File: config.mk
export PLATFORM = sky130hd
export DESIGN_NAME = keypad_emulator
export DESIGN_NICKNAME = d
export VERILOG_FILES = /design/src/rtl/keypad_emulator.sv
export SDC_FILE = /design/constraint.sdc
export NUM_CORES = 1
export LEC_CHECK = 0
export BUFFER_PORTS_ARGS = -buffer_cell sky130_fd_sc_hd__buf_2
export CORE_MARGIN = 1.5
export CORE_UTILIZATION = 54
export DETAILED_ROUTE_END_ITERATION = 12
export PLACE_DENSITY = 0.83
export SYNTH_ARGS = -nofsm -noshare
export SYNTH_HDL_FRONTEND = slang
export SYNTH_SLANG_ARGS = --single-unit
File: constraint.sdc
create_clock -name clk -period 2.4 [get_ports clk]
set_clock_uncertainty 0.05 [all_clocks]
set_input_delay 0.72 -clock clk [delete_from_list [all_inputs] [get_ports clk]]
set_output_delay 0.72 -clock clk [all_outputs]
set_load 0.02 [all_outputs]
File: src/rtl/keypad_emulator.sv
// Responder side of a 4x4 active-low matrix keypad: plays queued-free key presses as
// press bounce, hold, release bounce and release gap, pulling one row low per column drive.
module keypad_emulator #(
  parameter int unsigned BOUNCE_CYCLES = 16,
  parameter int unsigned BOUNCE_TOGGLE = 3,
  parameter int unsigned HOLD_CYCLES   = 2000000,
  parameter int unsigned GAP_CYCLES    = 2000000
) (
  input  logic       clk,
  input  logic       rst,
  input  logic [3:0] col,
  output logic [3:0] row,
  input  logic       press_valid,
  input  logic [3:0] press_key,
  output logic       press_ready,
  output logic       busy,
  output logic       done
);

  localparam int unsigned MaxBh  = (BOUNCE_CYCLES > HOLD_CYCLES) ? BOUNCE_CYCLES : HOLD_CYCLES;
  localparam int unsigned MaxBhg = (MaxBh > GAP_CYCLES) ? MaxBh : GAP_CYCLES;
  localparam int unsigned MaxLen = (MaxBhg > BOUNCE_TOGGLE) ? MaxBhg : BOUNCE_TOGGLE;
  localparam int unsigned Cw     = $clog2(MaxLen + 1);

  localparam int unsigned BounceLastI = (BOUNCE_CYCLES == 0) ? 0 : BOUNCE_CYCLES - 1;

  localparam logic [Cw-1:0] BounceLast = Cw'(BounceLastI);
  localparam logic [Cw-1:0] ToggleLast = Cw'(BOUNCE_TOGGLE - 1);
  localparam logic [Cw-1:0] HoldLast   = Cw'(HOLD_CYCLES - 1);
  localparam logic [Cw-1:0] GapLast    = Cw'(GAP_CYCLES - 1);
  localparam logic [Cw-1:0] CntOne     = Cw'(1);

  typedef enum logic [2:0] {
    StIdle,
    StPressBounce,
    StHold,
    StRelBounce,
    StGap
  } state_e;

  state_e        state_q, state_d;
  logic [Cw-1:0] cnt_q, cnt_d;
  logic [Cw-1:0] tog_q, tog_d;
  logic          contact_q, contact_d;
  logic [3:0]    key_q, key_d;

  always_ff @(posedge clk or posedge rst) begin
    if (rst) begin
      state_q   <= StIdle;
      cnt_q     <= '0;
      tog_q     <= '0;
      contact_q <= 1'b0;
      key_q     <= 4'h0;
    end else begin
      state_q   <= state_d;
      cnt_q     <= cnt_d;
      tog_q     <= tog_d;
      contact_q <= contact_d;
      key_q     <= key_d;
    end
  end

  always_comb begin
    state_d   = state_q;
    cnt_d     = cnt_q;
    tog_d     = tog_q;
    contact_d = contact_q;
    key_d     = key_q;
    unique case (state_q)
      StIdle: begin
        if (press_valid) begin
          key_d     = press_key;
          cnt_d     = '0;
          tog_d     = '0;
          contact_d = 1'b1;
          state_d   = (BOUNCE_CYCLES != 0) ? StPressBounce : StHold;
        end
      end
      StPressBounce, StRelBounce: begin
        if (cnt_q == BounceLast) begin
          cnt_d     = '0;
          tog_d     = '0;
          // Each phase starts from its settled contact value.
          contact_d = (state_q == StPressBounce);
          state_d   = (state_q == StPressBounce) ? StHold : StGap;
        end else begin
          cnt_d = cnt_q + CntOne;
          if (tog_q == ToggleLast) begin
            tog_d     = '0;
            contact_d = ~contact_q;
          end else begin
            tog_d = tog_q + CntOne;
          end
        end
      end
      StHold: begin
        if (cnt_q == HoldLast) begin
          cnt_d     = '0;
          tog_d     = '0;
          contact_d = 1'b0;
          state_d   = (BOUNCE_CYCLES != 0) ? StRelBounce : StGap;
        end else begin
          cnt_d = cnt_q + CntOne;
        end
      end
      StGap: begin
        if (cnt_q == GapLast) begin
          cnt_d   = '0;
          state_d = StIdle;
        end else begin
          cnt_d = cnt_q + CntOne;
        end
      end
      default: begin
        cnt_d     = '0;
        tog_d     = '0;
        contact_d = 1'b0;
        state_d   = StIdle;
      end
    endcase
  end

  always_comb begin
    press_ready = (state_q == StIdle);
    busy        = (state_q != StIdle);
    done        = (state_q == StGap) && (cnt_q == GapLast);
    row         = 4'hF;
    // Same-cycle col->row path; an unknown col bit never enables the pull-down.
    if (contact_q && (col[key_q[1:0]] == 1'b0)) begin
      row[key_q[3:2]] = 1'b0;
    end
  end

endmodule
Word level (Yosys, flattened, before mapping)
Index checks and enable logic that the tools add are counted.
{"block": "word_totals", "wordCells": 61, "ff_bits": 50, "output_inout_bits": 7, "inputBits": 11}
{"block": "classes", "reduce_logical": 11, "addsub": 2, "muxes": 24, "eq_ne": 12, "order_cmp": 3, "bitwise_logic": 4}
{"op": "2-to-1 mux 21 bit", "count": 6}
{"op": "one-hot mux 21 bit (4 select lines)", "count": 1}
{"op": "one-hot mux 21 bit (3 select lines)", "count": 1}
{"op": "adder 21 x 1 -> 21 bit, second input constant", "count": 2}
{"op": "== test 21 x 2 -> 1 bit, second input constant", "count": 1}
{"op": "== test 21 bit, second input constant", "count": 1}
{"op": "== test 21 x 4 -> 1 bit, second input constant", "count": 1}
{"op": "2-to-1 mux 3 bit", "count": 5}
{"op": "one-hot mux 3 bit (4 select lines)", "count": 1}
{"op": "inequality test 2 bit, second input constant", "count": 4}
{"op": "AND reduction 4 bit", "count": 2}
{"op": "== test 3 x 2 -> 1 bit, second input constant", "count": 2}
{"op": "< comparator 2 x 3 -> 1 bit, second input constant", "count": 2}
{"op": "2-to-1 mux 1 bit", "count": 6}
{"op": "2-to-1 mux 4 bit", "count": 1}
{"op": "NOT 4 bit", "count": 1}
{"op": "one-hot mux 1 bit (4 select lines)", "count": 1}
{"op": "OR reduction 2 bit", "count": 2}
{"op": "== test 3 x 1 -> 1 bit, second input constant", "count": 1}
{"op": "== test 3 bit, second input constant", "count": 1}
{"op": "logical AND 1 bit", "count": 3}
{"op": "zero test 3 bit", "count": 1}
{"op": "inequality test 3 bit, second input constant", "count": 1}
{"op": "NOT 1 bit", "count": 3}
{"op": "6 further kinds", "count": 6}

Longest topological paths before layout
Gate-level depths: netlist (run 1).
{"block": "depth", "depth_word": 6, "depth_mapped": 9, "ltp_nobuf": 8}

Least setup slack after synthesis (run 1)
No wires, ideal clock.
{"block": "synth_path", "path_type": "flip-flop to output port", "start": "register cnt_q[0]", "end": "output done", "setup_slack_ps": -149, "t_arrival_ps": 1779, "path_buffers": 0, "required_ps": 1630, "path_stages_with_launch": 5, "cell_sequence": "dfrtp_1 > ha_1 > nand3_2 > or4_4 > nor3_1"}
{"block": "synth_via", "elab_chain_cells": 2}
{"item": "start, declared", "line": "42", "rtl": "logic [Cw-1:0] cnt_q, cnt_d;"}
{"item": "start signal, assigned", "line": "56", "rtl": "cnt_q <= cnt_d;"}
{"item": "== test 21 bit", "line": "126", "rtl": "done = (state_q == StGap) && (cnt_q == GapLast);"}
{"item": "logical AND 1 bit", "line": "126"}
{"item": "end, declared", "line": "17", "rtl": "output logic done"}
No other way between the ends.

Worst setup path after layout (run 1)
{"block": "layout_path", "start": "input col[3]", "end": "output row[0]"}
{"block": "layout_via", "elab_chain_cells": 5}
{"item": "start, declared", "line": "11", "rtl": "input logic [3:0] col,"}
{"item": "binary-select mux 1 bit (select 2 bit)", "line": "129", "rtl": "if (contact_q && (col[key_q[1:0]] == 1'b0)) begin"}
{"item": "2-to-1 mux 1 bit (implied by the code)", "line": "129"}
{"item": "NOT 1 bit", "line": "129"}
{"item": "logical AND 1 bit", "line": "129"}
{"item": "2-to-1 mux 4 bit", "line": "129"}
{"item": "end, declared", "line": "12", "rtl": "output logic [3:0] row,"}
No other way between the ends. The select of a mux whose other input is x is not followed.

==> results of run 1 <==
-- state kept, by name, summed over array words and instances, names as in the netlist --
| register | cells |
|---|---|
| cnt_q | 21 |
| contact_q | 1 |
| tog_q | 21 |
| state_q | 3 |
| key_q | 4 |
-- critical path, cell delays in order --
cell                       delay (ns)
sky130_fd_sc_hd__buf_6           0.09
sky130_fd_sc_hd__mux4_2          0.46
sky130_fd_sc_hd__nand2b_4        0.16
sky130_fd_sc_hd__or3_4           0.32
sky130_fd_sc_hd__buf_6           0.14
-- timing repair --
action / CTS / global route
hold endpoints to repair: 0 / 0
pin swaps: 29 / 17
buffers inserted: 11 / 10
cloned: 0 / 3
hold buffers: 0 / 0
gates resized for setup: 43 / 51
endpoints found under the setup margin: 20 / 39
-- worst max path at each step --
stage / endpoint / depth (start not counted)
floorplan: row[0] / 3
global placement: row[0] / 5
detailed placement: row[0] / 5
CTS: row[0] / 5
global route: cnt_q[2] / 11
finish: row[0] / 5
-- logic make-up (layout without fill, tap and decap cells) --
kind of cell               after synthesis  count (layout)
DFF                                     50              50
buffers and inverters                   18              73
muxes                                    7               7
and+or+nand+nor                        150             150
xor gates and xnor gates                18              18
AOI/OAI and AO/OA                       58              58
adders and majority gates                3               3
-- layout make-up --
| cell class | count | area, sq um |
|---|---|---|
| clock buffer | 8 | 110 |
| fill | 317 | 1130 |
| inverter | 9 | 33.8 |
| multi-input combinational | 236 | 1670 |
| sequential | 50 | 1250 |
| tap | 67 | 83.8 |
| timing repair buffer | 56 | 532 |
-- stage by stage --
step | setup WS, ns | hold WS (ns) | power [mW] | cell area (sq um)
floorplan | -0.0455 | 0.428 | 0.901 | 2770
finish | -0.257 | 0.338 | 1.49 | 3680
CTS | -0.244 | 0.347 | 1.48 | 3370
detailed placement | -0.262 | 0.466 | 0.922 | 3020
global route | -0.293 | 0.362 | 1.53 | 3680
global placement | -0.247 | 0.457 | 0.920 | 3020
-- where the power goes --
group          switching [mW]  internal, mW  total, mW
registers              0.0114         0.850      0.861
clock network           0.286         0.292      0.578
logic                  0.0260        0.0223     0.0483
-- placed cells by master, fill, tap and decap left out, drive strengths merged, types with 5 or more instances in the layout --
master,netlist,final
or3,14,14
mux2,6,6
xor2,14,14
nor2,38,38
nand2,31,31
a21oi,20,20
buf,4,54
and4,5,5
and3,5,5
nor4,8,8
o21ai,16,16
nand4,10,10
or4,6,6
clkbuf,5,10
inv,9,9
nand3,18,18
dfrtp,50,50
o31ai,5,5
nor3,5,5
a31oi,7,7
-- layer usage --
metal,GRT usage (%),vias up,part of all wire [%]
met5,0,-,0
met1,31.1,1311,38
li1,-,1210,-
met2,48.3,135,55
met3,5.01,33,5.0
met4,9.70,0,2.5
==> impl_summary.md, run 1 <==
Yosys
The most numerous cell in the Yosys netlist is sky130_fd_sc_hd__dfrtp_1. Of the total synthesized cell area, the portion taken by XOR and XNOR cells is 5.74%. Measured against the total synthesized area, the mux share comes to 3.28%. Counting instances in the post-synthesis netlist gives the leading cell types as sky130_fd_sc_hd__dfrtp_1 (50), sky130_fd_sc_hd__nor2_1 (37), sky130_fd_sc_hd__nand2_1 (31). Synthesis produced a netlist with a net count of approximately 320. In the post-synthesis netlist, the biggest area contributors are sky130_fd_sc_hd__dfrtp_1 (46%), sky130_fd_sc_hd__nor2_1 (5.1%), sky130_fd_sc_hd__xor2_1 (4.5%), sky130_fd_sc_hd__nand2_1 (4.2%), sky130_fd_sc_hd__a21oi_1 (3.6%). In this run, synthesis inferred 0 flip-flops with an integrated enable. In the synthesized netlist the dominant register cell turns out to be sky130_fd_sc_hd__dfrtp_1. The mapped netlist covers 2750 sq um. The mean area per synthesized cell is 9.04 sq um. The fraction of registers with async set or reset after synthesis is 100%. Counting flops and latches in the post-synthesis netlist gives 50. Of the total synthesized cell area, the portion taken by AND, OR, NAND and NOR gates is 28.5%. Synthesis instantiated 42 different standard cells from the library. The count of mapped cells out of synthesis is 304.

The share of synthesized area in the top cell type comes to 45.5%. The cell accounting for the most synthesized area is sky130_fd_sc_hd__dfrtp_1. The main combinational cell family by area after synthesis is simple AND/OR/NAND/NOR gates. The Yosys step of the flow raised 0 warnings. The adder and majority cell fraction of the synthesized area is 1.37%. The share of the Yosys chip area taken by registers is 45.5%. Summing the areas of all compound-gate instances in the mapped netlist gives 12.9% of the synthesized area.

Flow run
Max-cap violations in this run came to 0.

Status
The flow ran to the end, but the final reports show violations. The checks that failed: negative setup slack.

Pwr
In this run the power density over the cells is 404 nW/um^2. The worst-case IR drop observed on VDD is 0.318 mV. The total leakage power is roughly 1.5 nW.

Global route
The global router's overall resource usage is 26.5%. The number of antenna violations at the first check in global routing came to 0. The via count of the first global-routing pass is 2487.

The first global-routing pass estimated approximately 11000 um of wire. The total grt overflow is 0. Entering global routing, the biggest net connects 19 pins.

Detailed routing
The routed wire length is 8000 um. For this run, design rule violations remaining after detail routing come to 0. The average detailed-routed wire length per instance is about 19 um. Summing over every cut layer, the via total after detailed routing is 2689. The detailed router's first-iteration violation count is 259. The remaining number of nets flagged by the antenna check after routing is 0. The via density per instance is approximately 6.3. The first detailed-routing pass ran for 6 iterations.

Floorplan
The core box area is ~4800 sq um. The number of I/O pins is 18. Once the floorplan was initialized, standard cells occupied 57.1% of the core. After floorplanning, the core was divided into 25 placement rows. The die covers 5530 sq um.

The die is ~74 um wide. The vertical die dimension is 74.3 um.

Placed design
The number of buffers inserted by port buffering is 17. The half-perimeter wire length after placement is 4510 um. The weighted congestion at the end of routability-driven global placement is between 0.9 and 1.

The total instance count after detailed placement is 396.

Clock network
The clock passes through at most 2 buffers. The number of clock sinks is 50. The clock latency on the worst-skew pair is 0.31 ns. The TritonCTS clock tree is yes. In this run the clock root is driven by a sky130_fd_sc_hd__clkbuf_8. The clock-pin slew reported for the worst setup and hold paths after clock tree synthesis is 0.10 ns. The number of H-tree levels is 2.

The number of CTS-inserted buffers is 5.

STA
Headroom to the max-slew limit came out at 46.3%. The count of endpoints failing setup in the final report is 32. The final critical delay including setup and external delays is between 2 and 3 ns. The transition time at the pin with the least slew margin is 0.802 ns. Based on the critical path, the design can be clocked at up to 0.376 GHz.

The setup TNS is -2.60 ns. Across all setup checks in the final design, the least slack found is -0.257 ns. Setup repair after global routing could not meet its margin everywhere. The number of hold violations in the final report came to 0. The number of pins with negative max-slew slack in the final report came to 0. The final critical path takes up 111% of the cycle.

Setup path
In this run the critical register-to-register path is captured at cnt_q[2]. Data on the critical path is required at its endpoint by approximately 1.6 ns. Counting cells, the worst reg-to-reg path comes to 11. In this run the critical register-to-register path is launched from cnt_q[0]. The worst setup path is captured at an output pin. The critical path arrival is 1.89 ns. Setup slack on the worst reg-to-reg path comes out at -0.17 ns. In this run the worst path has a maximum fanout of 2.

STA classifies the critical path startpoint as a primary input. The class of the most critical setup path is primary input to output pin. In this run the worst setup path begins at col[3].

Cells and area
Cells with a size suffix above 1 make up 34.5% of the layout. After the last flow step, the layout net total stands at 372. Cells fill 76.5% of the core in the end. The relative area change from synthesis to final layout is 34.0%. The repair_antennas step left the layout with diodes totalling 0. The count of cells in the finished layout, fillers not included, comes to approximately 430.

Hold path
The class of the tightest hold or removal check is primary input to asynchronous set/reset pin.
Note: power is estimated with default switching activity, not from simulation.
==> inputs of run 2 (changes only) <==
- CORE_ASPECT_RATIO: default -> 1.75
==> impl_summary.md, run 2 (synthesized netlist as in run 1, its figures left out) <==
Floorplan
The vertical die dimension is 97.4 um (+31%). The number of I/O pins is 18 (unchanged). The core box area came to 4930 sq um (+2.4%).

The starting density of the core came to 55.7% (-1.4 points). The full die area is 5540 sq um (+0.32%). The number of standard-cell rows in the floorplan is 34 (+36%).

The horizontal extent of the die is 56.9 um (-23%).

Setup path
The cell occurring most often along the worst timing path is sky130_fd_sc_hd__buf_6. The reg-to-reg critical path startpoint is cnt_q[1]. The worst setup path is captured at an output pin. By startpoint and endpoint, the worst setup path is classified as primary input to output pin. The critical path launch point is col[3].

The required time reported for the critical path endpoint was 1.63 ns (about the same). The critical path arrival is 1.87 ns (-0.02 ns). The largest individual stage delay along the critical path comes from the cell sky130_fd_sc_hd__mux4_2. The maximum fanout along the worst path came to 3 (+1). Traced cell by cell, the critical path runs through buf_6 > mux4_2 > nand2b_4 > buf_6 > nor2_2 > nand2_1 > buf_6. The longest individual stage delay on the worst path was 0.44 ns (-0.02 ns). The worst setup path is launched from a primary input.

STA
The fraction of the cycle the final worst path needs is 110% (-0.58 points). The worst hold slack is 0.360 ns (+0.0222 ns). The number of pins with negative max-slew slack in the final report is 0 (unchanged). The number of hold violations in the final report is 0 (unchanged).

The count of endpoints failing setup in the final report is 17 (-47%). The final critical delay including setup and external delays was 2.64 ns (-0.0139 ns). Setup repair after global routing could not meet its margin everywhere. The top achievable clock speed is 0.378 GHz (+0.53%). The smallest setup slack after layout is -0.243 ns (+0.0139 ns). The normalized max-slew margin is 69.5% (+23 points). The transition time at the pin with the least slew margin is 0.454 ns (-0.349 ns).

Detailed routing
The detailed router's first-iteration violation count is 97 (-63%). The length of the first detailed-routing pass in iterations is 4 (-2). The remaining number of nets flagged by the antenna check after routing was 0 (unchanged). The average detailed-routed wire length per instance is 16.5 um (-12%).

The routed wire length is 6640 um (-17%). The number of remaining DRC errors is 0 (unchanged). The routed via count is 2474 (-8.0%). The via density per instance is 6.15 (-2.5%).

Status
The final reports fail on negative setup slack. The run finished, with violations left.

Hold path
The class of the tightest hold or removal check is primary input to asynchronous set/reset pin.

Cells and area
The count of antenna diodes in the layout is 0 (unchanged). Relative to the synthesized area, the layout overhead comes to 28.9%. In the layout the commonest cells are sky130_fd_sc_hd__dfrtp_1 (50), sky130_fd_sc_hd__nor2_1 (33), sky130_fd_sc_hd__nand2_1 (27). The share of the core filled with cells in the final layout is 71.8% (-4.7 points). The largest registers in the layout are cnt_q x21, tog_q x21, key_q x4. The most common cell after layout, fill and taps aside is sky130_fd_sc_hd__dfrtp_1. The number of non-filler instances in the completed layout is 402 (-5.6%). The ratio of cells with drive above 1 in the final layout is 31.0% (-3.5 points). The fill cell instance count of the final layout is 343 (+8.2%). The total number of nets in the final design is 361 (-3.0%).

Placed design
The total instance count after detailed placement was 385 (-2.8%). The number of buffers inserted by port buffering is 17 (unchanged). The setup slack at placement is -0.256 ns (+0.00604 ns). The half-perimeter wire length after placement was 4560 um (+1.1%). The weighted congestion at the end of routability-driven global placement is 0.888 (-3.1%).

Clock network
The cell sitting at the root of the clock tree is a sky130_fd_sc_hd__clkbuf_8. The buffer levels on the longest clock path is 2 (unchanged). The clock-pin slew reported for the worst setup and hold paths after clock tree synthesis is 0.09 ns (about the same). The post-cts hold buffer count is 0 (unchanged). TritonCTS built the clock tree. The number of H-tree levels came to 2 (unchanged). The number of clock sinks is 50 (unchanged). The clock latency on the worst-skew pair is 0.31 ns (about the same). The number of CTS-inserted buffers is 5 (unchanged).

Global route
The global router's overall resource usage is 25.7% (-0.86 points). The wire length of the first global-routing pass is 11400 um (+1.8%). The total grt overflow came to 0 (unchanged). The number of antenna violations at the first check in global routing was 0 (unchanged). The maximum number of pins on one net before global-route repair is 32 (+13). The via count of the first global-routing pass is 2562 (+3.0%).

Pwr
The maximum VDD drop is 0.571 mV (+80%). The power density over the cells is 424 nW/um^2 (+5.1%). The total power of the final layout is 1.50 mW (+1.0%). The total leakage power came to 1.45 nW (-5.0%).

Flow run
The number of violations of the max-capacitance limit came to 0 (unchanged).
==> run 2: cell count changes in the layout (fill, tap and decap cells not counted), sizes merged <==
cell	previous run	this run
buf	54	45
clkinvlp	0	1
bufinv	0	1
clkbuf	10	6
==> run 2: cell type report <==
cell class	instances	area (sq um)	share of cell area, %
Multi-Input combinational cell	236	1670	47.2
Clock buffer	6	72.6	2.05
Clock inverter	2	37.5	1.06
Sequential cell	50	1250	35.3
Timing Repair Buffer	45	409	11.6
Inverter	9	33.8	0.954
Tap cell	54	67.6	1.91
==> run 2: timing repair <==
item / CTS / global route
cloned: 1 / 0
gates resized for setup: 28 / 51
setup buffers: 7 / 2
pin swaps: 18 / 15
setup endpoints to repair: 29 / 44
==> run 2: metrics by stage <==
stage	cell area, sq um	setup TNS (ns)
after floorplan	2770	-0.0455
after global placement	3040	-0.782
after detailed placement	3040	-0.944
after CTS	3300	-2.52
after global routing	3540	-3.57
final	3540	-1.77
==> run 2: report_power, final <==
group | leakage (nW) | switching (mW) | internal (mW)
logic | 0.774 | 0.0287 | 0.0268
clock network | 0.0514 | 0.278 | 0.311
registers | 0.621 | 0.00887 | 0.849
total | 1.45 | 0.315 | 1.19
==> run 2: final timing paths <==
path	cells past startpoint	endpoint	slack [ns]
setup / recovery	7	row[1]	-0.24
hold / removal	2	cnt_q[2]	0.36
setup reg to reg	9	tog_q[12]	-0.11
hold reg to reg	1	key_q[1]	0.48
max in group asynchronous	3	tog_q[10]	1.43
min in group clk	1	key_q[1]	0.48
==> run 2: per-layer routing <==
metal	vias up	track usage, %	part of all wire [%]
li1	1187	-	-
met5	-	0	0
met1	1232	28.2	37
met2	41	48.3	59
met4	0	8.59	2.0
met3	14	3.99	1.6
==> run 2: worst max-delay path, delay by kind of cell <==
kind	cells	cell delay (ns)
buffers and inverters	3	0.37
multiplexers	1	0.44
AND/OR/NAND/NOR	3	0.36
==> inputs of run 3 (changes only) <==
- CORE_MARGIN: 1.5 -> 2
==> impl_summary.md, run 3 (synthesized netlist as in run 1, its figures left out) <==
Status
The flow ran to the end, but the final reports show violations. The final reports fail on negative setup slack.

Detailed routing
The number of remaining DRC errors came to 0 (unchanged). The remaining number of nets flagged by the antenna check after routing came to 0 (unchanged). The routed wire length was 6520 um (-1.9%). The average detailed-routed wire length per instance was 16.4 um (-0.62%).

The length of the first detailed-routing pass in iterations is 4 (unchanged). The via density per instance was 6.15 (about the same). The routed via count is 2442 (-1.3%).

The detailed router's first-iteration violation count was 129 (+33%).

Cells and area
The total number of nets in the final design is 357 (-1.1%). Leaving out fill and tap cells, the most frequent cells in the layout are sky130_fd_sc_hd__dfrtp_1 (50), sky130_fd_sc_hd__nor2_1 (36), sky130_fd_sc_hd__nand2_1 (29). The ratio of cells with drive above 1 in the final layout is 29.2% (-1.9 points). The library cell used most frequently in the layout, excluding fill and tap cells, is sky130_fd_sc_hd__dfrtp_1. The share of the core filled with cells in the final layout came to 69.2% (-2.5 points). The count of antenna diodes in the layout is 0 (unchanged). The relative area change from synthesis to final layout is 24.3%. The largest registers in the layout are cnt_q x21, tog_q x21, key_q x4.

Floorplan
The number of I/O pins was 18 (unchanged). The horizontal extent of the die is 57.9 um (+1.8%). The starting density of the core is 55.7% (unchanged).

The number of standard-cell rows in the floorplan is 34 (unchanged). The vertical die dimension is 98.4 um (+1.0%). The core box area is 4930 sq um (unchanged).

The full die area is 5700 sq um (+2.8%).

STA
The transition time at the pin with the least slew margin is 0.480 ns (+0.0263 ns). The number of pins with negative max-slew slack in the final report was 0 (unchanged). The top achievable clock speed is 0.378 GHz (about the same). The final critical delay including setup and external delays was 2.65 ns (+0.00235 ns). The worst hold slack is 0.369 ns (+0.00887 ns).

The normalized max-slew margin is 67.8% (-1.8 points). The count of endpoints failing setup in the final report is 5 (-12). The number of hold violations in the final report is 0 (unchanged). The smallest setup slack after layout is -0.246 ns (-0.00235 ns). The fraction of the cycle the final worst path needs is 110% (about the same).

Setup repair after global routing could not meet its margin everywhere.

Placed design
The setup slack at placement is -0.272 ns (-0.0157 ns). The weighted congestion at the end of routability-driven global placement came to 0.882 (-0.61%). The number of buffers inserted by port buffering came to 17 (unchanged). The half-perimeter wire length after placement is 4470 um (-1.8%).

Setup path
The critical path arrival is 1.88 ns (about the same). The required time reported for the critical path endpoint is 1.63 ns (about the same). The cell occurring most often along the worst timing path is sky130_fd_sc_hd__buf_6. The startpoint identified for the worst register-to-register timing path is cnt_q[0].

The longest individual stage delay on the worst path is 0.45 ns (about the same). The critical path starts at col[3]. The maximum fanout along the worst path is 2 (-1). STA classifies the critical path startpoint as a primary input. The master of the slowest instance on the critical path is sky130_fd_sc_hd__mux4_2. The critical path goes through buf_6 > mux4_2 > nand2b_4 > or3_4 > buf_6. The class of the most critical setup path is primary input to output pin. STA classifies the critical path endpoint as an output pin.

Pwr
The total leakage power came to 1.42 nW (-1.6%). The power density over the cells is 446 nW/um^2 (+5.1%). The total power of the final layout is 1.52 mW (+1.4%). The maximum VDD drop was 0.409 mV (-28%).

Clock network
The clock latency on the worst-skew pair came to 0.31 ns (about the same). The number of clock sinks came to 50 (unchanged). The buffer levels on the longest clock path is 2 (unchanged). The clock-pin slew reported for the worst setup and hold paths after clock tree synthesis is 0.08 ns (about the same).

The number of H-tree levels is 2 (unchanged). TritonCTS built the clock tree. CTS placed an instance of sky130_fd_sc_hd__clkbuf_8 at the clock tree root. The number of CTS-inserted buffers came to 5 (unchanged).

Hold path
The worst hold path belongs to the class primary input to asynchronous set/reset pin.

Global route
The maximum number of pins on one net before global-route repair was 31 (-3.1%). The via count of the first global-routing pass is 2408 (-6.0%). The global router's overall resource usage came to 23.9% (-1.7 points). The wire length of the first global-routing pass is 10700 um (-6.2%).

The total grt overflow is 0 (unchanged). The number of antenna violations at the first check in global routing came to 0 (unchanged).

Flow run
The number of violations of the max-capacitance limit is 0 (unchanged).
## run 3: cell types whose count changed in the layout (fill, tap and decap cells not counted), sizes merged
cell / change
buf: -4
clkinvlp: -1
## run 3: timing repair
action | 4_1_cts | 5_1_grt
pin swaps | 3 | 29
buffers inserted | 0 | 3
cloned | 0 | 1
setup endpoints to repair | 17 | 45
resized for setup | 16 | 41
hold buffers | 0 | 0
## run 3: worst paths after layout
| check | slack [ns] | cells after the start | end |
|---|---|---|---|
| worst max-delay path | -0.25 | 5 | row[0] |
| worst min-delay path | 0.37 | 2 | cnt_q[20] |
| worst max register to register | 0.06 | 7 | tog_q[14] |
| worst min register to register | 0.48 | 1 | tog_q[2] |
| max in group asynchronous | 1.43 | 3 | key_q[2] |
| min in group clk | 0.48 | 1 | tog_q[2] |
## run 3: where the power goes
group | switching (mW) | total [mW] | leakage (nW) | internal (mW)
combinational | 0.0291 | 0.0570 | 0.746 | 0.0278
clock | 0.276 | 0.609 | 0.0573 | 0.334
sequential | 0.00810 | 0.858 | 0.621 | 0.849
## run 3: metrics by stage
stage	instance area [sq um]	cells	setup TNS (ns)
2_1_floorplan	2770	304	-0.0455
3_3_place_gp	3040	386	-0.786
3_5_place_dp	3040	386	-0.961
4_1_cts	3220	393	-1.04
5_1_grt	3420	397	-1.62
6_report	3420	397	-1.04
## run 3: critical path, delay by kind of cell
family,cells,cell delay (ns)
multiplexers,1,0.45
buffers and inverters,2,0.23
AND/OR/NAND/NOR,2,0.47
## run 3: area by class of cell
type / count / area (sq um)
multi-input combinational: 236 / 1600
fill: 371 / 1520
sequential: 50 / 1250
timing repair buffer: 41 / 350
clock buffer: 6 / 82.6
tap: 54 / 67.6
inverter: 9 / 33.8
clock inverter: 1 / 30.0
## run 3: routing by layer
layer,share of wire [%],global-route usage (%),up-vias
li1,-,-,1177
met1,38,27.9,1206
met2,58,42.9,45
met3,2.1,2.65,14
met4,2.4,10.4,0
met5,0,0,-
